### config.mk
export PLATFORM = sky130hd
export DESIGN_NAME = khani_sort_seq
export DESIGN_NICKNAME = d
export VERILOG_FILES = /design/src/rtl/khani_sort_seq.sv
export SDC_FILE = /design/constraint.sdc
export NUM_CORES = 1
export LEC_CHECK = 0
export ABC_AREA = 1
export CORE_MARGIN = 8
export CORE_UTILIZATION = 35
export CTS_CLUSTER_SIZE = 40
export DETAILED_ROUTE_END_ITERATION = 16
export GPL_TIMING_DRIVEN = 0
export MAX_ROUTING_LAYER = met4
export PLACE_DENSITY_LB_ADDON = 0.3
export SYNTH_ARGS = -nofsm -noshare
export SYNTH_HDL_FRONTEND = slang
export SYNTH_SLANG_ARGS = --single-unit
### constraint.sdc
create_clock -name clk -period 3 [get_ports clk]
set_input_delay 0.75 -clock clk [delete_from_list [all_inputs] [get_ports clk]]
set_output_delay 0.75 -clock clk [all_outputs]
set_load 0.005 [all_outputs]
### src/rtl/khani_sort_seq.sv
// rtl/khani_sort_seq.sv - frame sequencer around an external combinational N-word ascending sorter
//
// Ports:
//   clk, rst      rising-edge clock, synchronous active-high reset
//   in_valid      upstream word valid
//   in_ready      block accepts a word (LOAD only)
//   in_data       upstream word
//   in_last       final word of the upstream frame
//   sorter_in     load buffer, word i at [i*WIDTH +: WIDTH], to the external sorter
//   sorter_out    ascending result from the external sorter, word 0 smallest
//   out_valid     sorted word valid (DRAIN only)
//   out_ready     downstream accepts
//   out_data      sorted word
//   out_last      final word of the output frame
//   busy          high unless idle in LOAD with an empty buffer
//   trunc         pulse when the Nth word is accepted without in_last

module khani_sort_seq #(
    parameter int              N     = 6,
    parameter int              WIDTH = 8,
    parameter logic [WIDTH-1:0] PAD  = '1
) (
    input  logic                 clk,
    input  logic                 rst,
    input  logic                 in_valid,
    output logic                 in_ready,
    input  logic [WIDTH-1:0]     in_data,
    input  logic                 in_last,
    output logic [N*WIDTH-1:0]   sorter_in,
    input  logic [N*WIDTH-1:0]   sorter_out,
    output logic                 out_valid,
    input  logic                 out_ready,
    output logic [WIDTH-1:0]     out_data,
    output logic                 out_last,
    output logic                 busy,
    output logic                 trunc
);

    localparam int CW = $clog2(N + 1);
    localparam logic [CW-1:0] LAST_IDX = CW'(N - 1);
    localparam logic [CW-1:0] N_CW     = CW'(N);

    typedef enum logic [1:0] {
        LOAD  = 2'd0,
        SORT  = 2'd1,
        DRAIN = 2'd2
    } state_t;

    state_t           state_q, state_d;
    logic [CW-1:0]    count_q;
    logic [CW-1:0]    len_q;
    logic [CW-1:0]    rd_idx_q;
    logic [WIDTH-1:0] load_buf [N];
    logic [WIDTH-1:0] result_q [N];
    logic             accept;
    logic             frame_end;

    always_ff @(posedge clk) begin
        if (rst) begin
            state_q <= LOAD;
        end else begin
            state_q <= state_d;
        end
    end

    always_comb begin
        state_d   = state_q;
        in_ready  = 1'b0;
        out_valid = 1'b0;
        out_last  = 1'b0;
        trunc     = 1'b0;
        accept    = 1'b0;
        frame_end = 1'b0;
        case (state_q)
            LOAD: begin
                in_ready = 1'b1;
                if (in_valid) begin
                    accept    = 1'b1;
                    frame_end = in_last || (count_q == LAST_IDX);
                    // A full buffer closes the frame even without in_last.
                    trunc     = !in_last && (count_q == LAST_IDX) && !rst;
                    if (frame_end) begin
                        state_d = SORT;
                    end
                end
            end
            SORT: begin
                state_d = DRAIN;
            end
            DRAIN: begin
                out_valid = 1'b1;
                out_last  = (rd_idx_q == len_q - 1'b1);
                if (out_ready && out_last) begin
                    state_d = LOAD;
                end
            end
            default: begin
                state_d = LOAD;
            end
        endcase
    end

    always_ff @(posedge clk) begin
        if (rst) begin
            count_q  <= '0;
            len_q    <= '0;
            rd_idx_q <= '0;
            for (int i = 0; i < N; i++) begin
                load_buf[i] <= PAD;
                result_q[i] <= '0;
            end
        end else begin
            case (state_q)
                LOAD: begin
                    if (accept) begin
                        load_buf[count_q] <= in_data;
                        count_q           <= count_q + 1'b1;
                        if (frame_end) begin
                            len_q <= count_q + 1'b1;
                        end
                    end
                end
                SORT: begin
                    // Unused slots were PAD, so they sort above every real word.
                    for (int i = 0; i < N; i++) begin
                        result_q[i] <= sorter_out[i*WIDTH +: WIDTH];
                        load_buf[i] <= PAD;
                    end
                    count_q  <= '0;
                    rd_idx_q <= '0;
                end
                DRAIN: begin
                    if (out_ready) begin
                        rd_idx_q <= rd_idx_q + 1'b1;
                    end
                end
                default: begin
                end
            endcase
        end
    end

    always_comb begin
        sorter_in = '0;
        for (int i = 0; i < N; i++) begin
            sorter_in[i*WIDTH +: WIDTH] = load_buf[i];
        end
    end

    // rd_idx steps to len after the final beat; keep that index off the array.
    assign out_data = (rd_idx_q < N_CW) ? result_q[rd_idx_q] : '0;
    assign busy     = (state_q != LOAD) || (count_q != '0);

endmodule

==> load_flow_metrics.sql, run 1 <==
INSERT INTO impl_metrics (metric_group, metric, value, unit) VALUES
('die', 'initial_core_util', '35.42', '%'),
('synth', 'yosys.area_share.adder', '1.282', '%'),
('timing', 'finalHoldViolCount', '0', ''),
('drt', 'detailedRoute.firstPassIterationCount', '4', ''),
('global_routing', 'grt-ovfl-total', '0', ''),
('synth', 'synth_top_family_by_area', 'simple AND/OR/NAND/NOR gates', ''),
('timing', 'worst_hold_slack', '488.7', 'ps'),
('pwr', 'power.share.combinational', '9.7', '%'),
('synth', 'ys.warnings.count', '0', ''),
('drt', 'via_count', '3652', ''),
('finish', 'drive_gt1_share', '6.902', '%'),
('timing', 'total_negative_setup_slacks', '0', 'ps'),
('global_routing', 'grt_max_degree', '51', ''),
('synth', 'syn-mean-instance-area', '9.454', 'um2'),
('synth', 'ys_ff_latch', '110', ''),
('global_routing', 'globalRouteTotalUtil', '14.19', '%'),
('cts', 'clkTransAtPathRegs', '70', 'ps'),
('pwr', 'power.net_switching', '0.7357', 'mW'),
('status', 'outcome', 'completed', ''),
('finish', 'final_antenna_diode_count', '0', ''),
('die', 'placementRows', '43', ''),
('timing', 'max-slew-margin-rel', '52.05', '%'),
('critical_path', 'crit_type', 'primary input to primary output', ''),
('placed_design', 'post-place-ws', '-236.0', 'ps'),
('finish', 'syn_to_final_growth', '36.03', '%'),
('timing', 'total_count_of_max_transition_violations_in_the_final_report', '0', ''),
('drt', 'drt_drc_violations_left', '0', ''),
('global_routing', 'vias_in_the_first_global_route', '3737', ''),
('timing', 'setup_viol', '0', ''),
('cts', 'cts_sinks', '110', ''),
('pwr', 'vdd_drop_max', '372.7', 'uV'),
('synth', 'synth.top_cells.by_area', 'sky130_fd_sc_hd__edfxtp_1 (59%), sky130_fd_sc_hd__nand2_1 (9.8%), sky130_fd_sc_hd__inv_1 (8.4%), sky130_fd_sc_hd__nor2_1 (5.8%), sky130_fd_sc_hd__dfxtp_1 (5.7%)', ''),
('critical_path', 'required_time_at_the_endpoint_of_the_critical_path', '2250', 'ps'),
('critical_path', 'cp_data_arrival_time', '2130', 'ps'),
('die', 'coreArea', '0.01377', 'mm2'),
('timing', 'max_clock_freq', '346.6', 'MHz'),
('finish', 'finish.net_count', '713', ''),
('placed_design', 'place.port_buffers', '120', ''),
('finish', 'finalCoreUtilization', '48.18', '%'),
('cts', 'tritoncts.num_buffers', '9', ''),
('timing', 'setup_ws', '115.1', 'ps'),
('critical_path', 'setup.worst_path.start_class', 'primary input', ''),
('drt', 'route.antenna.remaining_nets', '0', ''),
('pwr', 'power_frac_clock', '37.3', '%'),
('drt', 'routed_wirelength', '12370', 'um'),
('pwr', 'netSwitchingFraction', '22.42', '%'),
('synth', 'ys_seq_area_share', '64.84', '%'),
('placed_design', 'place.gp.congestion', '0.8612', ''),
('critical_path', 'timing.critical_path.fanout_max', '4', ''),
('cts', 'cts-htree-levels', '3', ''),
('timing', 'fin_skew', '7.201', 'ps'),
('finish', 'fin_cells', '832', ''),
('pwr', 'share_of_power_burned_in_registers', '53.0', '%'),
('synth', 'synth_simple_gate_area_share', '20.13', '%'),
('cts', 'insertion_delay_to_the_later_sink_of_the_worst_skew_pair', '350', 'ps'),
('synth', 'synth_compound_gate_area_share', '3.129', '%'),
('cts', 'max-clock-path-buffers', '2', ''),
('placed_design', 'dpl_cell_area', '0.006307', 'mm2'),
('cts', 'cts_tree', 'yes', ''),
('drt', 'drtIter0Drc', '254', ''),
('finish', 'layout.filler_cells', '1305', ''),
('critical_path', 'end_kind', 'primary output', ''),
('timing', 'period_share', '96.16', '%'),
('synth', 'post-synth-top-area-cell', 'sky130_fd_sc_hd__edfxtp_1', ''),
('placed_design', 'detailed_placement_hpwl', '9127', 'um'),
('synth', 'netlist-cell-type-count', '22', ''),
('timing', 'fin_crit', '2885', 'ps'),
('die', 'die_height', '134.1', 'um'),
('die', 'floorplan.io_pins', '122', ''),
('placed_design', 'placed_cells', '816', ''),
('job', 'cap_violations', '0', '');
[power by group through the flow]
| stage | sequential [mW] | combinational, mW | clock (mW) |
|---|---|---|---|
| after floorplan | 1.77 | 0.148 | 0 |
| after global placement | 1.77 | 0.313 | 0 |
| after detailed placement | 1.77 | 0.318 | 0 |
| after CTS | 1.74 | 0.320 | 1.25 |
| after global routing | 1.74 | 0.357 | 1.30 |
| final | 1.74 | 0.318 | 1.22 |
[state kept, by name, summed over array words and instances (netlist names), named ones only]
name / cells
len_q: 3
result_q: 48
load_buf: 48
count_q: 3
rd_idx_q: 3
state_q: 2
[cell type report]
cell class	count	area, um2	share of cell area, %
buffer	14	75.07	1.131
multi-input combinational	275	1221	18.40
tap	180	225.2	3.394
timing repair buffer	120	1204	18.14
sequential	110	3163	47.66
clock buffer	11	242.7	3.658
inverter	117	439.2	6.618
clock inverter	5	66.31	0.9992
[logic make-up (layout without fill, tap and decap cells)]
family / after synthesis / in the layout
and+or+nand+nor: 239 / 239
AOI/OAI and AO/OA: 30 / 30
DFF: 110 / 110
xor gates and xnor gates: 1 / 1
adders and majority gates: 5 / 5
buffers and inverters: 131 / 267
[synthesized netlist by cell type, drive strengths merged]
master / count
nand2: 130
inv: 117
edfxtp: 96
nor2: 82
nand3: 25
o21ai: 15
a21oi: 14
dfxtp: 14
buf: 10
ha: 5
clkbuf: 4
nor3: 1
nor4: 1
o31ai: 1
xor2: 1
[layer usage]
layer  track usage, %  share of wire, %  vias up
met4            4.554              0.92        0
met5                -                 0        -
met1            15.72                42     1676
met2            23.85                51      111
met3            4.562               6.4        9
li1                 -                 -     1856
[cells in the final DEF, fill, tap and decap left out, types with 2 or more instances in the layout]
master	count
sky130_fd_sc_hd__nand2_1	127
sky130_fd_sc_hd__clkdlybuf4s50_1	119
sky130_fd_sc_hd__inv_1	108
sky130_fd_sc_hd__edfxtp_1	96
sky130_fd_sc_hd__nor2_1	76
sky130_fd_sc_hd__nand3_1	25
sky130_fd_sc_hd__dfxtp_1	14
sky130_fd_sc_hd__a21oi_1	12
sky130_fd_sc_hd__o21ai_0	11
sky130_fd_sc_hd__inv_2	9
sky130_fd_sc_hd__clkbuf_16	9
sky130_fd_sc_hd__buf_2	6
sky130_fd_sc_hd__nor2_4	5
sky130_fd_sc_hd__clkbuf_1	5
sky130_fd_sc_hd__ha_1	5
sky130_fd_sc_hd__o21ai_1	4
sky130_fd_sc_hd__clkbuf_4	2
sky130_fd_sc_hd__buf_4	2
sky130_fd_sc_hd__nand2_4	2
sky130_fd_sc_hd__a21oi_2	2
[what timing repair did]
item,4_1_cts,5_1_grt
setup endpoints to repair,0,29
resized for setup,0,7
hold buffers,0,0
[worst max-delay path, cell delays in order]
cell,delay (ps)
sky130_fd_sc_hd__clkdlybuf4s50_1,510
sky130_fd_sc_hd__nand2_2,110
sky130_fd_sc_hd__nor4_1,210
sky130_fd_sc_hd__clkdlybuf4s50_1,560
[worst paths after layout]
| kind | slack (ps) | to | startpoint | depth (start not counted) |
|---|---|---|---|---|
| setup / recovery | 120 | trunc | in_valid | 4 |
| hold reg to reg | 490 | len_q[2] | len_q[2] | 2 |
| setup reg to reg | 670 | load_buf[0][7] | state_q[0] | 4 |
| hold / removal | 490 | len_q[2] | len_q[2] | 2 |
Note: power is estimated with default switching activity, not from simulation.
==> run 2, diff against run 1 <==
- ABC_AREA: 1 -> not set
- CAP_MARGIN: not set -> 10
==> run 2 against run 1 <==
Fmax fell by 0.87%. Sequential cell count unchanged. Final cell count is 22% lower. Sequential share of layout area grew 1.2 points. Worst setup slack got worse by 25 ps. Total power is 5.0% lower. Count of clock-buffer cells in the layout up 1. Die area down 2.5%. Global-route usage fell by 2.1 points. Via count decreased by 18%. Critical path type is now register to primary output. Largest power group unchanged.
==> load_flow_metrics.sql, run 2 <==
INSERT INTO impl_metrics (metric_group, metric, value, unit) VALUES
('timing', 'fin_skew', '6.558', 'ps'),
('die', 'floorplan.io_pins', '122', ''),
('die', 'coreArea', '0.01324', 'mm2'),
('drt', 'routed_wirelength', '10420', 'um'),
('placed_design', 'place.port_buffers', '121', ''),
('timing', 'total_count_of_max_transition_violations_in_the_final_report', '0', ''),
('synth', 'netlist-cell-type-count', '40', ''),
('cts', 'cts_tree', 'yes', ''),
('placed_design', 'detailed_placement_hpwl', '7975', 'um'),
('cts', 'insertion_delay_to_the_later_sink_of_the_worst_skew_pair', '340', 'ps'),
('die', 'placementRows', '42', ''),
('placed_design', 'place.gp.congestion', '0.8091', ''),
('finish', 'drive_gt1_share', '11.89', '%'),
('timing', 'period_share', '97.01', '%'),
('synth', 'ys_ff_latch', '110', ''),
('cts', 'cts-htree-levels', '3', ''),
('synth', 'dominantRegCellSynth', 'sky130_fd_sc_hd__edfxtp_1', ''),
('synth', 'synth-edff-count', '96', ''),
('placed_design', 'post-place-ws', '-388.2', 'ps'),
('global_routing', 'grt_max_degree', '36', ''),
('timing', 'total_negative_setup_slacks', '0', 'ps'),
('global_routing', 'grt_pass1_wl', '16370', 'um'),
('synth', 'ys.warnings.count', '0', ''),
('cts', 'max-clock-path-buffers', '2', ''),
('job', 'cap_violations', '0', ''),
('synth', 'post-synth-top-area-fraction', '60.84', '%'),
('global_routing', 'globalRouteTotalUtil', '12.11', '%'),
('synth', 'most_repeated_cell_in_the_gate_level_netlist_after_synthesis', 'sky130_fd_sc_hd__edfxtp_1', ''),
('die', 'die-area', '0.01752', 'mm2'),
('finish', 'finish.net_count', '532', ''),
('timing', 'finalHoldViolCount', '0', ''),
('synth', 'gate_count_after_technology_mapping', '334', ''),
('finish', 'final_area', '0.006470', 'mm2'),
('drt', 'post_drt_via_cell_ratio', '4.609', ''),
('finish', 'fin_cells', '647', ''),
('placed_design', 'dpl_cell_area', '0.006190', 'mm2'),
('die', 'die_width', '132.4', 'um'),
('critical_path', 'cp_data_arrival_time', '2160', 'ps'),
('drt', 'route.antenna.remaining_nets', '0', ''),
('critical_path', 'slowest_stage', 'sky130_fd_sc_hd__clkdlybuf4s50_1', ''),
('synth', 'synth.top_cells.by_area', 'sky130_fd_sc_hd__edfxtp_1 (61%), sky130_fd_sc_hd__and2_1 (6.5%), sky130_fd_sc_hd__dfxtp_1 (5.9%), sky130_fd_sc_hd__nand2b_1 (4.1%), sky130_fd_sc_hd__mux4_2 (3.8%)', ''),
('drt', 'detailedRoute.firstPassIterationCount', '4', ''),
('synth', 'ys_seq_area_share', '66.75', '%'),
('timing', 'max-slew-margin-rel', '53.88', '%'),
('synth', 'synth_area', '0.004738', 'mm2'),
('pwr', 'vdd_drop_max', '238.0', 'uV'),
('finish', 'final_antenna_diode_count', '0', ''),
('pwr', 'power.leakage', '2.114', 'nW'),
('drt', 'detail_route.wl_per_cell', '16.11', 'um'),
('timing', 'max_clock_freq', '343.6', 'MHz'),
('placed_design', 'placed_cells', '632', ''),
('timing', 'setup_viol', '0', ''),
('global_routing', 'antenna_found_initial', '0', ''),
('synth', 'post-synth-top-area-cell', 'sky130_fd_sc_hd__edfxtp_1', ''),
('cts', 'clkTransAtPathRegs', '70', 'ps'),
('finish', 'largest_registers', 'load_buf: 48 flops, result_q: 48 flops', ''),
('finish', 'mostFrequentLayoutCells', 'sky130_fd_sc_hd__clkdlybuf4s50_1 (119), sky130_fd_sc_hd__edfxtp_1 (96), sky130_fd_sc_hd__and2_1 (49)', ''),
('die', 'die_height', '132.4', 'um'),
('critical_path', 'required_time_at_the_endpoint_of_the_critical_path', '2250', 'ps'),
('finish', 'finalCoreUtilization', '48.86', '%'),
('finish', 'mostFrequentLayoutCell', 'sky130_fd_sc_hd__clkdlybuf4s50_1', ''),
('critical_path', 'crit_type', 'register to primary output', ''),
('status', 'outcome', 'completed', ''),
('finish', 'layout.filler_cells', '1174', ''),
('critical_path', 'setup.worst_path.start_class', 'register', ''),
('critical_path', 'logic_depth_of_the_worst_register_to_register_path', '3', ''),
('critical_path', 'end_kind', 'primary output', ''),
('critical_path', 'timing.critical_path.fanout_max', '8', ''),
('finish', 'syn_to_final_growth', '36.55', '%'),
('global_routing', 'vias_in_the_first_global_route', '3132', ''),
('hold_path', 'min_path_type', 'register to register', ''),
('pwr', 'finalPower', '3.118', 'mW'),
('cts', 'cts_sinks', '110', ''),
('critical_path', 'cells_along_the_critical_path', 'mux4_2 > nor2_1 > a211oi_1 > clkdlybuf4s50_1', ''),
('cts', 'clockRootBuffer', 'sky130_fd_sc_hd__clkbuf_16', ''),
('cts', 'tritoncts.num_buffers', '9', ''),
('critical_path', 'worst_path_largest_cell_delay', '590', 'ps'),
('synth', 'synthTopCellsByCount', 'sky130_fd_sc_hd__edfxtp_1 (96), sky130_fd_sc_hd__and2_1 (49), sky130_fd_sc_hd__nand2b_1 (31), sky130_fd_sc_hd__or2_2 (24)', ''),
('pwr', 'powerDensity', '481.8', 'mW/mm2'),
('timing', 'setup_ws', '89.76', 'ps'),
('synth', 'syn-mean-instance-area', '14.19', 'um2'),
('die', 'initial_core_util', '35.78', '%'),
('global_routing', 'grt-ovfl-total', '0', ''),
('drt', 'drt_drc_violations_left', '0', ''),
('timing', 'rsz0062_at_grt', 'false', ''),
('drt', 'via_count', '2982', ''),
('hold_path', 'holdPathStages', '2', ''),
('timing', 'worst_hold_slack', '495.2', 'ps'),
('synth', 'proportion_of_synthesized_flip_flops_having_asynchronous_set_or_reset', '0', '%'),
('timing', 'timing_worst_slew_pin_value', '690.4', 'ps'),
('cts', 'post-cts-setup-buffers', '0', ''),
('synth', 'synthesis.nets', '400', ''),
('timing', 'fin_crit', '2910', 'ps'),
('drt', 'drtIter0Drc', '122', '');
## run 2: layer usage
metal / track usage, % / part of all wire [%] / wire [um] / vias up
met4: 4.479 / 1.6 / 165 / 0
met5: - / 0 / 0 / -
met2: 18.93 / 47 / 4885 / 111
met3: 3.697 / 5.9 / 619 / 17
met1: 14.48 / 46 / 4754 / 1397
li1: - / - / - / 1457
## run 2: worst max-delay path: cells and delay by family (launching register included)
family | cells | cell delay [ps]
AO/OA/AOI/OAI | 1 | 320
buffers and inverters | 1 | 590
multiplexers | 1 | 290
AND/OR/NAND/NOR | 1 | 40
flip-flops | 1 | 570
## run 2: logic make-up after synthesis
group,count (synthesis),synth area share (%)
AND/OR/NAND/NOR,143,18.83
XOR/XNOR,4,1.030
adder cells (fa/ha/maj),5,1.320
buffers and inverters,24,2.112
AO/OA/AOI/OAI,31,4.252
multiplexers,17,5.704
flip-flops,110,66.75
## run 2: power by group
group / switching [mW] / internal (mW) / total, mW
clock: 0.523 / 0.571 / 1.09
sequential: 0.0191 / 1.72 / 1.74
combinational: 0.129 / 0.160 / 0.289
## run 2: final timing paths
check,from,end,slack (ps)
max,register,out_data[7],90
min,len_q[1],len_q[1],500
max reg2reg,state_q[1],load_buf[2][7],950
min reg2reg,len_q[1],len_q[1],500
## run 2: cell type report
| cell class | count | area (um2) | share of cell area [%] |
|---|---|---|---|
| Inverter | 7 | 26.28 | 0.4061 |
| Multi-Input combinational cell | 200 | 1475 | 22.80 |
| Clock buffer | 12 | 236.5 | 3.655 |
| Timing Repair Buffer | 122 | 1229 | 18.99 |
| Tap cell | 176 | 220.2 | 3.404 |
| Sequential cell | 110 | 3163 | 48.89 |
| Buffer | 16 | 87.58 | 1.354 |
| Clock inverter | 4 | 32.53 | 0.5028 |
## run 2: what timing repair did
item	4_1_cts	5_1_grt
gates resized for setup	3	5
hold buffers	0	0
setup endpoints to repair	8	2
==> run 3, diff against run 2 <==
- PLACE_DENSITY_LB_ADDON: 0.3 -> not set
==> run 3 against run 2 <==
Non-clock buffer count did not move. Routed wire length rose by 3.8%. Utilization rose by 0.15 points. Critical path type unchanged. Final cell count fell by 0.15%. Critical path depth rose by 1. Sequential power barely moved. Sequential cell count did not move.
==> load_flow_metrics.sql, run 3 (same netlist as run 2, synthesis figures left out) <==
INSERT INTO impl_metrics (metric_group, metric, value, unit) VALUES
('cts', 'cts_hold_buf', '0', ''),
('cts', 'insertion_delay_to_the_later_sink_of_the_worst_skew_pair', '330', 'ps'),
('timing', 'max_clock_freq', '347.4', 'MHz'),
('placed_design', 'dpl_cell_area', '0.006190', 'mm2'),
('cts', 'cts-htree-levels', '3', ''),
('timing', 'timing_worst_slew_pin_value', '751.8', 'ps'),
('cts', 'cts_tree', 'yes', ''),
('critical_path', 'timing.critical_path.fanout_max', '7', ''),
('global_routing', 'grt-ovfl-total', '0', ''),
('timing', 'fin_crit', '2879', 'ps'),
('pwr', 'powerDensity', '481.2', 'mW/mm2'),
('timing', 'period_share', '95.95', '%'),
('timing', 'worst_hold_slack', '490.9', 'ps'),
('pwr', 'power_frac_clock', '35.1', '%'),
('global_routing', 'gr-max-usage-layer', 'met2', ''),
('drt', 'route.antenna.remaining_nets', '0', ''),
('placed_design', 'detailed_placement_hpwl', '8211', 'um'),
('pwr', 'power.internal', '2.444', 'mW'),
('cts', 'post-cts-setup-buffers', '0', ''),
('finish', 'mostFrequentLayoutCell', 'sky130_fd_sc_hd__clkdlybuf4s50_1', ''),
('pwr', 'power.net_switching', '0.6793', 'mW'),
('global_routing', 'globalRouteTotalUtil', '12.74', '%'),
('cts', 'clkTransAtPathRegs', '70', 'ps'),
('global_routing', 'antenna_found_initial', '0', ''),
('pwr', 'power.leakage', '2.144', 'nW'),
('die', 'die_height', '132.4', 'um'),
('die', 'die-area', '0.01752', 'mm2'),
('finish', 'fin_cells', '646', ''),
('timing', 'total_count_of_max_transition_violations_in_the_final_report', '0', ''),
('global_routing', 'grt_max_degree', '36', ''),
('placed_design', 'place.gp.congestion', '0.7978', ''),
('drt', 'post_drt_via_cell_ratio', '4.680', ''),
('timing', 'rsz0062_at_grt', 'false', ''),
('critical_path', 'setup.worst_path.start_class', 'register', ''),
('drt', 'drt_drc_violations_left', '0', ''),
('critical_path', 'logic_depth_of_the_worst_register_to_register_path', '4', ''),
('finish', 'mostFrequentLayoutCells', 'sky130_fd_sc_hd__clkdlybuf4s50_1 (118), sky130_fd_sc_hd__edfxtp_1 (96), sky130_fd_sc_hd__and2_1 (49)', ''),
('cts', 'max-clock-path-buffers', '2', ''),
('hold_path', 'min_path_type', 'register to register', ''),
('die', 'initial_core_util', '35.78', '%'),
('global_routing', 'vias_in_the_first_global_route', '3189', ''),
('finish', 'largest_registers', 'load_buf: 48 flops, result_q: 48 flops', ''),
('timing', 'max-slew-margin-rel', '49.78', '%'),
('status', 'outcome', 'completed', ''),
('finish', 'final_area', '0.006490', 'mm2'),
('die', 'coreArea', '0.01324', 'mm2'),
('placed_design', 'placed_cells', '632', ''),
('finish', 'finish.net_count', '532', ''),
('timing', 'fin_skew', '5.500', 'ps'),
('timing', 'finalHoldViolCount', '0', ''),
('drt', 'detailedRoute.firstPassIterationCount', '6', ''),
('cts', 'tritoncts.num_buffers', '9', ''),
('timing', 'setup_viol', '0', ''),
('drt', 'via_count', '3023', ''),
('critical_path', 'required_time_at_the_endpoint_of_the_critical_path', '2250', 'ps'),
('die', 'die_width', '132.4', 'um'),
('pwr', 'share_of_power_burned_in_registers', '55.6', '%'),
('drt', 'routed_wirelength', '10820', 'um'),
('pwr', 'finalPower', '3.123', 'mW'),
('global_routing', 'grt_pass1_wl', '17110', 'um'),
('die', 'floorplan.io_pins', '122', ''),
('global_routing', 'grtUsageMet1', '15.88', '%'),
('finish', 'syn_to_final_growth', '36.97', '%'),
('placed_design', 'place.port_buffers', '121', ''),
('global_routing', 'groute.layer.met3.usage', '4.078', '%'),
('cts', 'cts_sinks', '110', ''),
('die', 'placementRows', '42', ''),
('finish', 'final_antenna_diode_count', '0', ''),
('pwr', 'netSwitchingFraction', '21.75', '%'),
('critical_path', 'end_kind', 'primary output', ''),
('critical_path', 'cp_data_arrival_time', '2130', 'ps'),
('finish', 'drive_gt1_share', '12.77', '%'),
('cts', 'clockRootBuffer', 'sky130_fd_sc_hd__clkbuf_16', ''),
('global_routing', 'grt_use_met2', '19.52', '%'),
('pwr', 'power.share.combinational', '9.3', '%'),
('critical_path', 'crit_type', 'register to primary output', ''),
('pwr', 'vdd_drop_max', '231.1', 'uV'),
('drt', 'detail_route.wl_per_cell', '16.75', 'um'),
('drt', 'drtIter0Drc', '142', ''),
('job', 'cap_violations', '0', ''),
('hold_path', 'holdPathStages', '2', '');
-- run 3: layer usage --
| metal | share of wire [%] | wire length, um | up-vias |
|---|---|---|---|
| met3 | 5.5 | 597 | 4 |
| met2 | 47 | 5087 | 99 |
| li1 | - | - | 1457 |
| met4 | 0.59 | 64 | 0 |
| met5 | 0 | 0 | - |
| met1 | 47 | 5073 | 1463 |
-- run 3: through the flow --
| step | setup slack (ps) | util, % | setup TNS, ps |
|---|---|---|---|
| 6_report | 121.4 | 49.01 | 0 |
| 5_1_grt | 0.2911 | 49.01 | 0 |
| 4_1_cts | 15.64 | 48.89 | 0 |
| 3_5_place_dp | -363.9 | 46.74 | -363.9 |
| 3_3_place_gp | -523.5 | 46.59 | -26370 |
| 2_1_floorplan | 755.3 | - | 0 |
-- run 3: timing repair --
| action | CTS | global route |
|---|---|---|
| pin swaps | 0 | 0 |
| setup endpoints to repair | 8 | 4 |
| gates cloned | 0 | 0 |
| gates resized for setup | 6 | 6 |
-- run 3: layout make-up --
class | instances | area, um2
Sequential cell | 110 | 3164
Tap cell | 176 | 220.2
Clock buffer | 9 | 225.2
Fill cell | 1178 | 6753
Inverter | 7 | 26.28
Buffer | 16 | 87.58
Multi-Input combinational cell | 200 | 1484
Clock inverter | 6 | 47.55
Timing Repair Buffer | 122 | 1235
-- run 3: power groups by stage --
stage	Sequential, mW	Clock [mW]	Combinational, mW
finish	1.74	1.10	0.292
floorplan	1.77	0	0.125
CTS	1.74	1.12	0.297
global placement	1.77	0	0.286
global route	1.74	1.19	0.318
detailed placement	1.77	0	0.293
-- run 3: final timing paths --
kind                            startpoint             end  slack, ps
worst max register to register  state_q[1]  result_q[1][4]        890
worst max-delay path              register     out_data[7]        120
worst min-delay path              len_q[1]        len_q[1]        490
worst min register to register    len_q[1]        len_q[1]        490
-- run 3: worst max-delay path, cell delays in order, from the launching register on --
cell and delay, ps:
sky130_fd_sc_hd__dfxtp_1 310, sky130_fd_sc_hd__buf_6 140, sky130_fd_sc_hd__mux4_2 350, sky130_fd_sc_hd__nor2_1 40
sky130_fd_sc_hd__a211oi_1 360, sky130_fd_sc_hd__clkdlybuf4s50_1 590
==> RTL change: new RTL, settings of run 3 <==
The 3 states of `state_t` get a one-hot encoding in 3 bits.
--- a/src/rtl/khani_sort_seq.sv
+++ b/src/rtl/khani_sort_seq.sv
@@ -40,10 +40,10 @@
     localparam logic [CW-1:0] LAST_IDX = CW'(N - 1);
     localparam logic [CW-1:0] N_CW     = CW'(N);
 
-    typedef enum logic [1:0] {
-        LOAD  = 2'd0,
-        SORT  = 2'd1,
-        DRAIN = 2'd2
+    typedef enum logic [2:0] {
+        LOAD  = 3'b001,
+        SORT  = 3'b010,
+        DRAIN = 3'b100
     } state_t;
 
     state_t           state_q, state_d;
Behaviour: no difference found for any inputs over 4 cycles, from zero or initial values and one cycle with rst high; so few cycles prove little.
==> RTL change against run 3 <==
- register-to-register slack got worse by 190 ps
- core utilization increased by 0.46 points
- clock skew increased by 2.9 ps
- sequential cell count increased by 1
- final cell count increased by 3.1%
- final area increased by 1.3%
- power increased by 4.7%
- die area increased by 1.1%
- worst setup slack improved by 10 ps
- area after synthesis increased by 1.3%
- routed wire length increased by 8.4%
- critical path type unchanged
- largest cell class unchanged
==> RTL change: results (changes against run 3) <==
stage,metric,value,unit,change
status,outcome,finished clean,,unchanged
yosys,ys_warn_count,0,,unchanged
worst_setup_path,worstPathMaxFanout,10,,was 7
placed_design,detailed_place_hpwl,8780,µm,was 8210 µm
yosys,synth.top_cells.by_count,"edfxtp_1 (96), and2_1 (49), or2_2 (26), a21oi_1 (21), nor2_1 (20)",,"was edfxtp_1 (96), and2_1 (49), nand2b_1 (31), or2_2 (24)"
power,leakage,2.21,nW,was 2.14 nW
worst_setup_path,worst-setup-path-type,flop to primary output,,unchanged
yosys,synth-xor-area-share,0.0146,,was 0.0103
grt,grtUsageTotal,0.136,,was 0.127
yosys,yosysSeqAreaShare,0.663,,was 0.668
worst_setup_path,r2r_end,load_buf[2][5]$_SDFFCE_PN1P_,,was result_q[1][4]$_SDFFCE_PN0P_
detailed_routing,wl_met3,446,µm,was 597 µm
detailed_routing,drt_iter0_markers,223,,was 142
detailed_routing,wl_met1,5360,µm,was 5070 µm
grt,grt_max_degree,31,,was 36
worst_setup_path,critPathMaxStageDelay,500,ps,was 590 ps
worst_setup_path,rr_startpoint,state_q[0]$_SDFFE_PP1P_,,was state_q[1]$_SDFFE_PP0P_
worst_setup_path,crit_end,out_data[5],,was out_data[7]
timing,hold_ws,490,ps,was 491 ps
yosys,synthTopCellsByArea,"edfxtp_1 (60%), and2_1 (6.4%), dfxtp_1 (6.3%)",,"was edfxtp_1 (61%), and2_1 (6.5%), dfxtp_1 (5.9%)"
yosys,syn_nets,419,,was 400
grt,grt_util_met1,0.173,,was 0.159
timing,slew_headroom,0.315,,was 0.498
placed_design,gp_congestion,0.811,,was 0.798
layout,reg_top3,"load_buf (48), result_q (48)",,unchanged
detailed_routing,num_vias,3073,,"was 3,023"
grt,grt_pass1_wl,18000,µm,"was 17,100 µm"
grt,grt_use_met3,0.0237,,was 0.0408
worst_setup_path,reg2reg_slack,700,ps,was 890 ps
yosys,synth_cell_types,38,,was 40
timing,finalCritPeriodShare,0.956,,was 0.960
placed_design,place_ws,-79.0,ps,was -364 ps
power,ir_drop,240,µV,was 231 µV
layout,nets,551,,was 532
yosys,synth-adder-area-share,0.0130,,was 0.0132
timing,worst_clock_skew,8.43,ps,was 5.50 ps
yosys,synth_compound_area_frac,0.0443,,was 0.0425
grt,grt_util_met2,0.211,,was 0.195
detailed_routing,wl_met2,5710,µm,was 5090 µm
min_path,min_from,len_q[1]$_SDFFE_PP0P_,,unchanged
clocking,cts.repair.resized,3,,was 6
RTL change: cell types whose count changed after synthesis, moves of 7 or more:
cell / delta
a211oi_1: -7
a21oi_1: +11
mux2_2: +8
mux4_2: -8
nand2b_1: -17
o221ai_1: +7
or2_1: +8
or3_1: +7
RTL change: area by class of cell:
cell class | count | area, µm²
buffer | 15 | 81.3
clock buffer | 10 | 229
clock inverter | 6 | 85.1
fill | 1163 | 6720
inverter | 5 | 18.8
multi-input combinational | 221 | 1530
sequential | 111 | 3180
tap | 176 | 220
timing repair buffer | 122 | 1230
RTL change: stage by stage:
step | std cells | cell area, µm²
floorplan | 353 | 4800
global route | 666 | 6580
global placement | 650 | 6230
detailed placement | 651 | 6250
finish | 666 | 6580
CTS | 666 | 6570
RTL change: where the power goes:
group | switching (mW) | internal, mW | leakage (nW)
clock network | 0.535 | 0.730 | 0.148
registers | 0.0200 | 1.71 | 0.961
logic | 0.126 | 0.145 | 1.10
